File: config.mk
export PLATFORM = sky130hd
export DESIGN_NAME = seg_display_mux
export DESIGN_NICKNAME = d
export VERILOG_FILES = /design/src/rtl/seg_pkg.sv /design/src/rtl/seg_scan_timer.sv /design/src/rtl/seg_display_mux.sv
export SDC_FILE = /design/constraint.sdc
export NUM_CORES = 1
export LEC_CHECK = 0
export BUFFER_PORTS_ARGS = -buffer_cell sky130_fd_sc_hd__buf_2
export CORE_AREA = 2 2 70 72
export DETAILED_ROUTE_END_ITERATION = 16
export DIE_AREA = 0 0 72 74
export GPL_TIMING_DRIVEN = 0
export PLACE_DENSITY = 0.76
export SLEW_MARGIN = 20
export SYNTH_ARGS = -nofsm -noshare
export SYNTH_HDL_FRONTEND = slang
export SYNTH_SLANG_ARGS = --single-unit
File: constraint.sdc
create_clock -name clk -period 6.78 [get_ports clk]
set_input_delay 0.678 -clock clk [delete_from_list [all_inputs] [get_ports clk]]
set_output_delay 0.678 -clock clk [all_outputs]
set_load 0.05 [all_outputs]
File: src/rtl/seg_pkg.sv
// Shared types, font table and nibble decoder
// for the multiplexed 7-segment display.
package seg_pkg;

    typedef logic [6:0] seg7_t;

    typedef enum logic {
        PH_BLANK,
        PH_DRIVE
    } phase_e;

    // Active-high font, bit order {g,f,e,d,c,b,a}
    localparam seg7_t SEG_0    = 7'h3F;
    localparam seg7_t SEG_1    = 7'h06;
    localparam seg7_t SEG_2    = 7'h5B;
    localparam seg7_t SEG_3    = 7'h4F;
    localparam seg7_t SEG_4    = 7'h66;
    localparam seg7_t SEG_5    = 7'h6D;
    localparam seg7_t SEG_6    = 7'h7D;
    localparam seg7_t SEG_7    = 7'h07;
    localparam seg7_t SEG_8    = 7'h7F;
    localparam seg7_t SEG_9    = 7'h6F;
    localparam seg7_t SEG_A    = 7'h77;
    localparam seg7_t SEG_B    = 7'h7C;
    localparam seg7_t SEG_C    = 7'h39;
    localparam seg7_t SEG_D    = 7'h5E;
    localparam seg7_t SEG_E    = 7'h79;
    localparam seg7_t SEG_F    = 7'h71;
    localparam seg7_t SEG_DASH = 7'h40;
    localparam seg7_t SEG_OFF  = 7'h00;

    function automatic seg7_t hex_to_seg(
        input logic [3:0] nibble,
        input logic       hex_mode
    );
        seg7_t s;
        case (nibble)
            4'h0: s = SEG_0;
            4'h1: s = SEG_1;
            4'h2: s = SEG_2;
            4'h3: s = SEG_3;
            4'h4: s = SEG_4;
            4'h5: s = SEG_5;
            4'h6: s = SEG_6;
            4'h7: s = SEG_7;
            4'h8: s = SEG_8;
            4'h9: s = SEG_9;
            4'hA: s = SEG_A;
            4'hB: s = SEG_B;
            4'hC: s = SEG_C;
            4'hD: s = SEG_D;
            4'hE: s = SEG_E;
            default: s = SEG_F;
        endcase
        if (!hex_mode && nibble > 4'd9) begin
            s = SEG_DASH;
        end
        return s;
    endfunction

endpackage

File: src/rtl/seg_scan_timer.sv
// Refresh counter, scanned digit index and
// BLANK/DRIVE phase of the current slot.
module seg_scan_timer
    import seg_pkg::*;
#(
    parameter int N_DIGITS    = 4,
    parameter int REFRESH_DIV = 50000,
    parameter int BLANK_CYC   = 2,
    localparam int CW = $clog2(REFRESH_DIV),
    localparam int IW = $clog2(N_DIGITS)
) (
    input  logic          clk,
    input  logic          rst,
    output logic [IW-1:0] idx_o,
    output phase_e        phase_o
);

    logic [CW-1:0] cnt_q, cnt_d;
    logic [IW-1:0] idx_q, idx_d;

    always_ff @(posedge clk) begin
        if (rst) begin
            cnt_q <= '0;
            idx_q <= '0;
        end else begin
            cnt_q <= cnt_d;
            idx_q <= idx_d;
        end
    end

    always_comb begin
        cnt_d   = cnt_q + CW'(1);
        idx_d   = idx_q;
        phase_o = PH_DRIVE;
        if (cnt_q == CW'(REFRESH_DIV - 1)) begin
            cnt_d = '0;
            if (idx_q == IW'(N_DIGITS - 1)) begin
                idx_d = '0;
            end else begin
                idx_d = idx_q + IW'(1);
            end
        end
        // Dead time keeps the old digit from ghosting onto the new anode
        if (32'(cnt_q) < 32'(BLANK_CYC)) begin
            phase_o = PH_BLANK;
        end
    end

    assign idx_o = idx_q;

endmodule

File: src/rtl/seg_display_mux.sv
// Time-multiplexed N-digit 7-segment driver with
// shadow register, leading-zero blanking and polarity control.
module seg_display_mux
    import seg_pkg::*;
#(
    parameter int N_DIGITS       = 4,
    parameter int REFRESH_DIV    = 50000,
    parameter int BLANK_CYC      = 2,
    parameter bit SEG_ACTIVE_LOW = 1'b1,
    parameter bit AN_ACTIVE_LOW  = 1'b1,
    localparam int IW = $clog2(N_DIGITS)
) (
    input  logic                  clk,
    input  logic                  rst,
    input  logic [4*N_DIGITS-1:0] value_i,
    input  logic                  load_i,
    input  logic                  hex_mode_i,
    input  logic                  blank_lz_i,
    input  logic [N_DIGITS-1:0]   dp_i,
    output logic [N_DIGITS-1:0]   an_o,
    output logic [6:0]            seg_o,
    output logic                  dp_o,
    output logic [IW-1:0]         digit_idx_o
);

    localparam logic [N_DIGITS-1:0] AN_OFF =
        AN_ACTIVE_LOW ? '1 : '0;
    localparam seg7_t SEG_PHY_OFF =
        SEG_ACTIVE_LOW ? ~SEG_OFF : SEG_OFF;
    localparam logic DP_OFF = SEG_ACTIVE_LOW;

    logic [IW-1:0] idx;
    phase_e        phase;

    seg_scan_timer #(
        .N_DIGITS    (N_DIGITS),
        .REFRESH_DIV (REFRESH_DIV),
        .BLANK_CYC   (BLANK_CYC)
    ) u_timer (
        .clk     (clk),
        .rst     (rst),
        .idx_o   (idx),
        .phase_o (phase)
    );

    logic [4*N_DIGITS-1:0] val_q;
    logic [N_DIGITS-1:0]   dpm_q;
    logic                  hex_q;
    logic                  blz_q;

    always_ff @(posedge clk) begin
        if (rst) begin
            val_q <= '0;
            dpm_q <= '0;
            hex_q <= 1'b0;
            blz_q <= 1'b0;
        end else if (load_i) begin
            val_q <= value_i;
            dpm_q <= dp_i;
            hex_q <= hex_mode_i;
            blz_q <= blank_lz_i;
        end
    end

    logic [N_DIGITS-1:0] blank_v;
    logic                allz;

    // A digit is blank when it and every digit to its left is zero
    always_comb begin
        blank_v = '0;
        allz    = 1'b1;
        for (int k = N_DIGITS - 1; k >= 1; k--) begin
            allz       = allz && (val_q[4*k +: 4] == 4'h0);
            blank_v[k] = blz_q && allz;
        end
    end

    logic [N_DIGITS-1:0] an_q, an_d, onehot;
    seg7_t               seg_q, seg_d, seg_raw;
    logic                dp_q, dp_d;

    always_comb begin
        an_d    = AN_OFF;
        seg_d   = SEG_PHY_OFF;
        dp_d    = DP_OFF;
        onehot  = '0;
        seg_raw = SEG_OFF;
        if (phase == PH_DRIVE) begin
            onehot[idx] = 1'b1;
            an_d = AN_ACTIVE_LOW ? ~onehot : onehot;
            if (!blank_v[idx]) begin
                seg_raw = hex_to_seg(val_q[4*idx +: 4], hex_q);
            end
            seg_d = SEG_ACTIVE_LOW ? ~seg_raw : seg_raw;
            dp_d  = SEG_ACTIVE_LOW ? ~dpm_q[idx] : dpm_q[idx];
        end
    end

    always_ff @(posedge clk) begin
        if (rst) begin
            an_q  <= AN_OFF;
            seg_q <= SEG_PHY_OFF;
            dp_q  <= DP_OFF;
        end else begin
            an_q  <= an_d;
            seg_q <= seg_d;
            dp_q  <= dp_d;
        end
    end

    assign an_o        = an_q;
    assign seg_o       = seg_q;
    assign dp_o        = dp_q;
    assign digit_idx_o = idx;

endmodule

==> results of run 1 <==
-- sequential cells by signal (all words and copies together), names as in the netlist --
signal and count:
an_o 4, blz_q 1, dp_o 1, dpm_q 4, hex_q 1, seg_o 7
u_timer.cnt_q 16, u_timer.idx_o 2, val_q 16
-- worst max-delay path: cells and delay by family (launching register included) --
family	cells	cell delay, ns
AOI/OAI and AO/OA	3	0.56
muxes	1	0.59
DFF	1	0.40
buffers and inverters	2	0.30
adders and majority gates	1	0.30
and+or+nand+nor	2	0.19
-- layout by cell type (no fill, tap or decap), drive strengths merged, types with 4 or more instances in the layout --
cell type	netlist	routed
mux2i	25	25
nor2	45	45
mux4	6	6
xnor2	9	9
clkbuf	10	18
buf	3	39
inv	9	9
xor2	7	7
nand2	16	16
o21ai	6	6
dfxtp	52	52
nor4	6	6
nand3	10	10
ha	11	11
nand4	4	4
-- through the flow --
| step | area (µm²) | worst slack, ns | std cells | util [%] | power (mW) |
|---|---|---|---|---|---|
| global route | 2760 | 4.13 | 350 | 60.0 | 0.609 |
| CTS | 2760 | 4.29 | 350 | 60.0 | 0.590 |
| global placement | 2670 | 4.33 | 342 | 58.1 | 0.411 |
| detailed placement | 2670 | 4.30 | 342 | 58.1 | 0.414 |
| floorplan | 2420 | 4.20 | 252 | - | 0.392 |
| finish | 2760 | 4.30 | 350 | 60.0 | 0.585 |
-- logic make-up (layout without fill, tap and decap cells) --
group	after synthesis	in the layout	share of synthesized area, %
and+or+nand+nor	98	98	18.6
DFF	52	52	43.0
muxes	33	33	16.8
buffers and inverters	22	66	3.87
AOI/OAI and AO/OA	20	20	6.20
xor gates and xnor gates	16	16	5.79
adders and majority gates	11	11	5.68
-- area by class of cell --
class | instances | share of cell area [%]
clock buffer | 8 | 3.26
inverter | 9 | 1.22
sequential | 52 | 37.7
tap | 54 | 2.45
multi-input combinational | 178 | 46.6
timing repair buffer | 36 | 6.53
buffer | 13 | 2.18
-- final timing paths --
kind / from / end / slack, ns / cells past startpoint
max: u_timer.idx_o[0] / seg_o[5] / 4.30 / 9
min: u_timer.cnt_q[0] / u_timer.cnt_q[0] / 0.50 / 1
max reg2reg: u_timer.idx_o[0] / seg_o[5] / 4.30 / 9
min reg2reg: u_timer.cnt_q[0] / u_timer.cnt_q[0] / 0.50 / 1
-- power groups by stage --
stage | registers [mW] | clock network, mW | logic, mW
5_1_grt | 0.331 | 0.192 | 0.0860
4_1_cts | 0.329 | 0.183 | 0.0782
2_1_floorplan | 0.349 | 0 | 0.0430
3_5_place_dp | 0.336 | 0 | 0.0779
3_3_place_gp | 0.336 | 0 | 0.0757
6_report | 0.329 | 0.178 | 0.0780
-- layer usage --
metal | vias up | track usage [%] | wire, µm
li1 | 959 | - | -
met1 | 885 | 24.7 | 2150
met2 | 56 | 32.0 | 2270
met3 | 6 | 4.74 | 248
met4 | 0 | 7.55 | 77
met5 | - | 0 | 0
==> metrics, run 1 <==
worst endpoint required time=6.95 ns; vias per cell=5.45; final setup fails=0; Period minus WS final=2.48 ns; initial antenna violation count=0; Synth Instances=252; IO Port Bufs=36; Die Y=74 µm; Final GP Congestion=0.847; unrepaired setup endpoints after global routing=no; Final Hold Viols=0; Seq/Total Area, Yosys=43.0%; Setup Fix Bufs, Post-CTS=0; CTS Sinks=52; Sequential Power Share=56.3%; vias in the first global route=1,709; Int Pwr=0.433 mW; fill cell count=392; leakage=1.10 nW; cts hold-fix bufs=0; drt pass-1 iters=4; die footprint=0.00533 mm²; setup TNS=0 ns; Setup crit start kind=register; switch share=26.0%; Comb power frac=13.3%; Core Rows=25; area of the multi-input gates=0.00129 mm²; aggregate global routing overflow=0; register bit total from synthesis=52; number of synthesized flops with an enable pin=0; Nets=331; top-count cell post-synth=dfxtp_1; first-pass GRT wire length=7960 µm; clock network fraction of design power=30.4%; top-area cell type share of the netlist area=43.0%; register area=0.00104 mm²; Routed wire per std cell=13.5 µm; worst-path cell chain=buf_6, mux4_2, inv_1, ha_1, nor2_1, o211ai_1, nand2_1, a31oi_4, o311ai_1; power density cells=212 mW/mm²; Critical Path Max Stage Delay=0.59 ns; FFs w/ async S/R, synth=0%; worst hold slack=0.496 ns; CTS clk-pin slew, worst paths=0.08 ns; Total GRT Usage=19.4%; syn nets=288; Skew-Pair Late Insertion Delay=0.30 ns; via count=1,906; Area Growth Syn to Fin=13.9%; IO Count=39; Ys Warns=0; Root Buffer=clkbuf_8; CTS tree=built; final WL=4740 µm; synth unique cells=35; largest net degree at the start of global routing=15; ant diodes=0; Inserted Clock Buffers=5; slew of the pin with the lowest slew margin=0.717 ns; Switch Pwr=0.152 mW; Detail Route Antenna Nets=0; CORE AREA=0.00460 mm²; Crit Path Class=reg2reg; PostCTS Resize Cnt=0; clk buf depth=2; Synth Cell Area=0.00242 mm²; worst vdd ir=0.000141 V; Worst Hold Class=reg2reg; ys flop type=dfxtp_1; maxcap violations=0; die width=72 µm; CTS H-tree depth=2; crit end category=register; initial DRC count=87; fin. max-slew vios=0; Rel. slew slack=52.2%; Tcrit/Tclk final=36.5%; Mean Syn Cell Area=9.61 µm²; CP Data Arrival Time=2.65 ns; top post-synthesis cells by count=dfxtp_1, nor2_1, mux2i_1, nand2_1, ha_1; status=finished, final reports clean; worst clock skew=0.00781 ns; ranking of synthesized cells by area=dfxtp_1, mux2i_1, nor2_1; DR DRC count=0; CP max FO=9; leading area contributor after synthesis=dfxtp_1; share of cells above drive strength 1=18.9%; Critical-path top delay cell=mux4_2; Fmax=404 MHz; Detailed Place HPWL=3580 µm; initial core utilization=52.7%
No activity file was read; power rests on OpenSTA's default activity.
==> run 2, diff against run 1 <==
==> constraint.sdc (replaced) <==
create_clock -name clk -period 2.3 [get_ports clk]
set_input_delay 0.23 -clock clk [delete_from_list [all_inputs] [get_ports clk]]
set_output_delay 0.23 -clock clk [all_outputs]
set_load 0.05 [all_outputs]
==> run 2 against run 1 <==
Non-clock buffer count grew 3. Critical path depth shrank 3. Sequential share of layout area shrank 0.84 points. Clock power grew to 3.7 times the previous value. Sequential power grew to 2.9 times the previous value. Total power grew to 3.2 times the previous value. Global-route usage shrank 0.81 points. Die area is the same. Worst setup slack lost 4.2 ns. Worst hold slack lost 0.35 ns. Critical endpoint is now seg_o[0]. Largest power group unchanged. Highest routed layer unchanged.
==> metrics, run 2 (same netlist as run 1, synthesis figures left out) <==
reg2reg setup slack=0.13 ns (-4.18 ns); IO Port Bufs=36 (unchanged); Critical Path Max Stage Delay=0.58 ns (about the same); Tcrit/Tclk final=94.5% (+58 points); Crit Path Class=reg2reg; Detailed Place HPWL=3420 µm (-4.4%); Period minus WS final=2.17 ns (-0.302 ns); setup TNS=0 ns (unchanged); fill cell count=395 (+0.77%); aggregate global routing overflow=0 (unchanged); worst clock skew=0.00493 ns (-0.00288 ns); die footprint=0.00533 mm² (unchanged); CP Data Arrival Time=2.36 ns (-0.29 ns); met1 WL=2160 µm (+0.79%); CTS Sinks=52 (unchanged); top sig layer=met4; share of cells above drive strength 1=22.7% (+3.8 points); slew of the pin with the lowest slew margin=0.715 ns (-0.00226 ns); status=finished, final reports clean; drt pass-1 iters=4 (unchanged); hold path start=value_i[4]; Core Rows=25 (unchanged); maxcap violations=0 (unchanged); Fmax=460 MHz (+14%); unrepaired setup endpoints after global routing=no; worst vdd ir=0.000367 V (+160%); DR DRC count=0 (unchanged); final WL=4650 µm (-2.0%); Skew-Pair Late Insertion Delay=0.30 ns (about the same); vias in the first global route=1,693 (-0.94%); initial DRC count=79 (-9.2%); first-pass GRT wire length=7730 µm (-2.9%); CTS H-tree depth=2 (unchanged); Rel. slew slack=51.9% (-0.29 points); die width=72 µm (unchanged); Worst Hold Class=in2reg; worst endpoint required time=2.49 ns (-4.46 ns); Inserted Clock Buffers=5 (unchanged); leakage=1.13 nW (+2.9%); fin. max-slew vios=0 (unchanged); Layout Cells excl Fill=353 (+0.86%); hold depth=3 (+2); Root Buffer=clkbuf_8; largest net degree at the start of global routing=17 (+2); IO Count=39 (unchanged); Final GP Congestion=0.869 (+2.5%); Critical-path top delay cell=mux4_2; Routed wire per std cell=13.2 µm (-2.8%); most frequent cells in the layout=dfxtp_1, nor2_1, buf_2, mux2i_1, nand2_1; Area Growth Syn to Fin=17.1%; final setup fails=0 (unchanged); CORE AREA=0.00460 mm² (unchanged); vias per cell=5.27 (-3.2%); Die Y=74 µm (unchanged); dpl cells=342 (unchanged); DR WL met2=2220 µm (-2.2%); CTS clk-pin slew, worst paths=0.09 ns (about the same); worst-path cell chain=mux4_2, buf_4, ha_4, mux2_2, a221oi_2, o211ai_1; routed length on met3=178 µm (-28%); CTS tree=built; clk buf depth=2 (unchanged); power density cells=655 mW/mm² (+210%); Nets=334 (+0.91%); ant diodes=0 (unchanged); Total GRT Usage=18.6% (-0.81 points); CP max FO=11 (+2); initial core utilization=52.7% (unchanged); Hold Path Sink=val_q[4]; Detail Route Antenna Nets=0 (unchanged); initial antenna violation count=0 (unchanged); Final Hold Viols=0 (unchanged); Worst R2R Start=u_timer.idx_o[0]; Setup crit start kind=register; Crit Reg-Reg Endpoint=seg_o[0]; via count=1,861 (-2.4%); commonest non-fill, non-tap cell in the layout=dfxtp_1; Reg2Reg Depth=6 (-3); cts hold-fix bufs=0 (unchanged); crit end category=register
[run 2: layer usage]
| layer | vias to the layer above | GRT usage [%] |
|---|---|---|
| li1 | 960 | - |
| met1 | 851 | 24.0 |
| met2 | 41 | 30.6 |
| met3 | 9 | 4.20 |
| met4 | 0 | 7.13 |
| met5 | - | 0 |
[run 2: stage by stage]
step / utilization [%] / instance area, µm² / hold slack [ns] / setup slack (ns) / total power [mW]
final: 61.7 / 2840 / 0.147 / 0.127 / 1.86
after global routing: 61.7 / 2840 / 0.144 / 0.0185 / 1.93
after CTS: 61.0 / 2810 / 0.146 / 0.00138 / 1.87
after detailed placement: 58.2 / 2680 / 0.470 / -0.104 / 1.22
after global placement: 58.2 / 2680 / 0.445 / -0.0922 / 1.21
after floorplan: - / 2430 / 0.377 / 0.00313 / 1.15
[run 2: repair_timing]
action | CTS | global route
pin swaps | 0 | 1
setup buffers | 1 | 3
gates resized for setup | 2 | 4
endpoints found under the setup margin | 6 | 6
[run 2: critical path, delay by kind of cell, from the launching register on]
family | cells | cell delay, ns
muxes | 2 | 0.86
buffers and inverters | 1 | 0.18
adders and majority gates | 1 | 0.18
AOI/OAI and AO/OA | 2 | 0.39
DFF | 1 | 0.44
[run 2: power by group]
group / leakage, nW / switching, mW / internal [mW]
registers: 0.427 / 0.0294 / 0.939
clock network: 0.0614 / 0.295 / 0.356
logic: 0.644 / 0.141 / 0.0968
[run 2: how the worst max path moves through the flow]
stage | startpoint | to | slack, ns | cells after the start
6_report | u_timer.idx_o[0] | seg_o[0] | 0.13 | 6
5_1_grt | u_timer.idx_o[0] | seg_o[2] | 0.02 | 8
4_1_cts | u_timer.idx_o[0] | seg_o[5] | 0.001 | 9
3_3_place_gp | u_timer.idx_o[0] | seg_o[5] | -0.09 | 9
3_5_place_dp | u_timer.idx_o[0] | seg_o[5] | -0.10 | 9
2_1_floorplan | u_timer.idx_o[0] | seg_o[5] | 0.003 | 9
[run 2: cell type report]
| type | instances | area [µm²] | area share (%) |
|---|---|---|---|
| flip-flops and latches | 52 | 1050 | 36.9 |
| inverters | 9 | 33.8 | 1.19 |
| clock inverters | 2 | 38.8 | 1.37 |
| repair buffers | 40 | 210 | 7.41 |
| clock buffers | 6 | 82.6 | 2.91 |
| plain buffers | 12 | 48.8 | 1.72 |
| well taps | 54 | 67.6 | 2.38 |
| multi-input cells | 178 | 1310 | 46.1 |
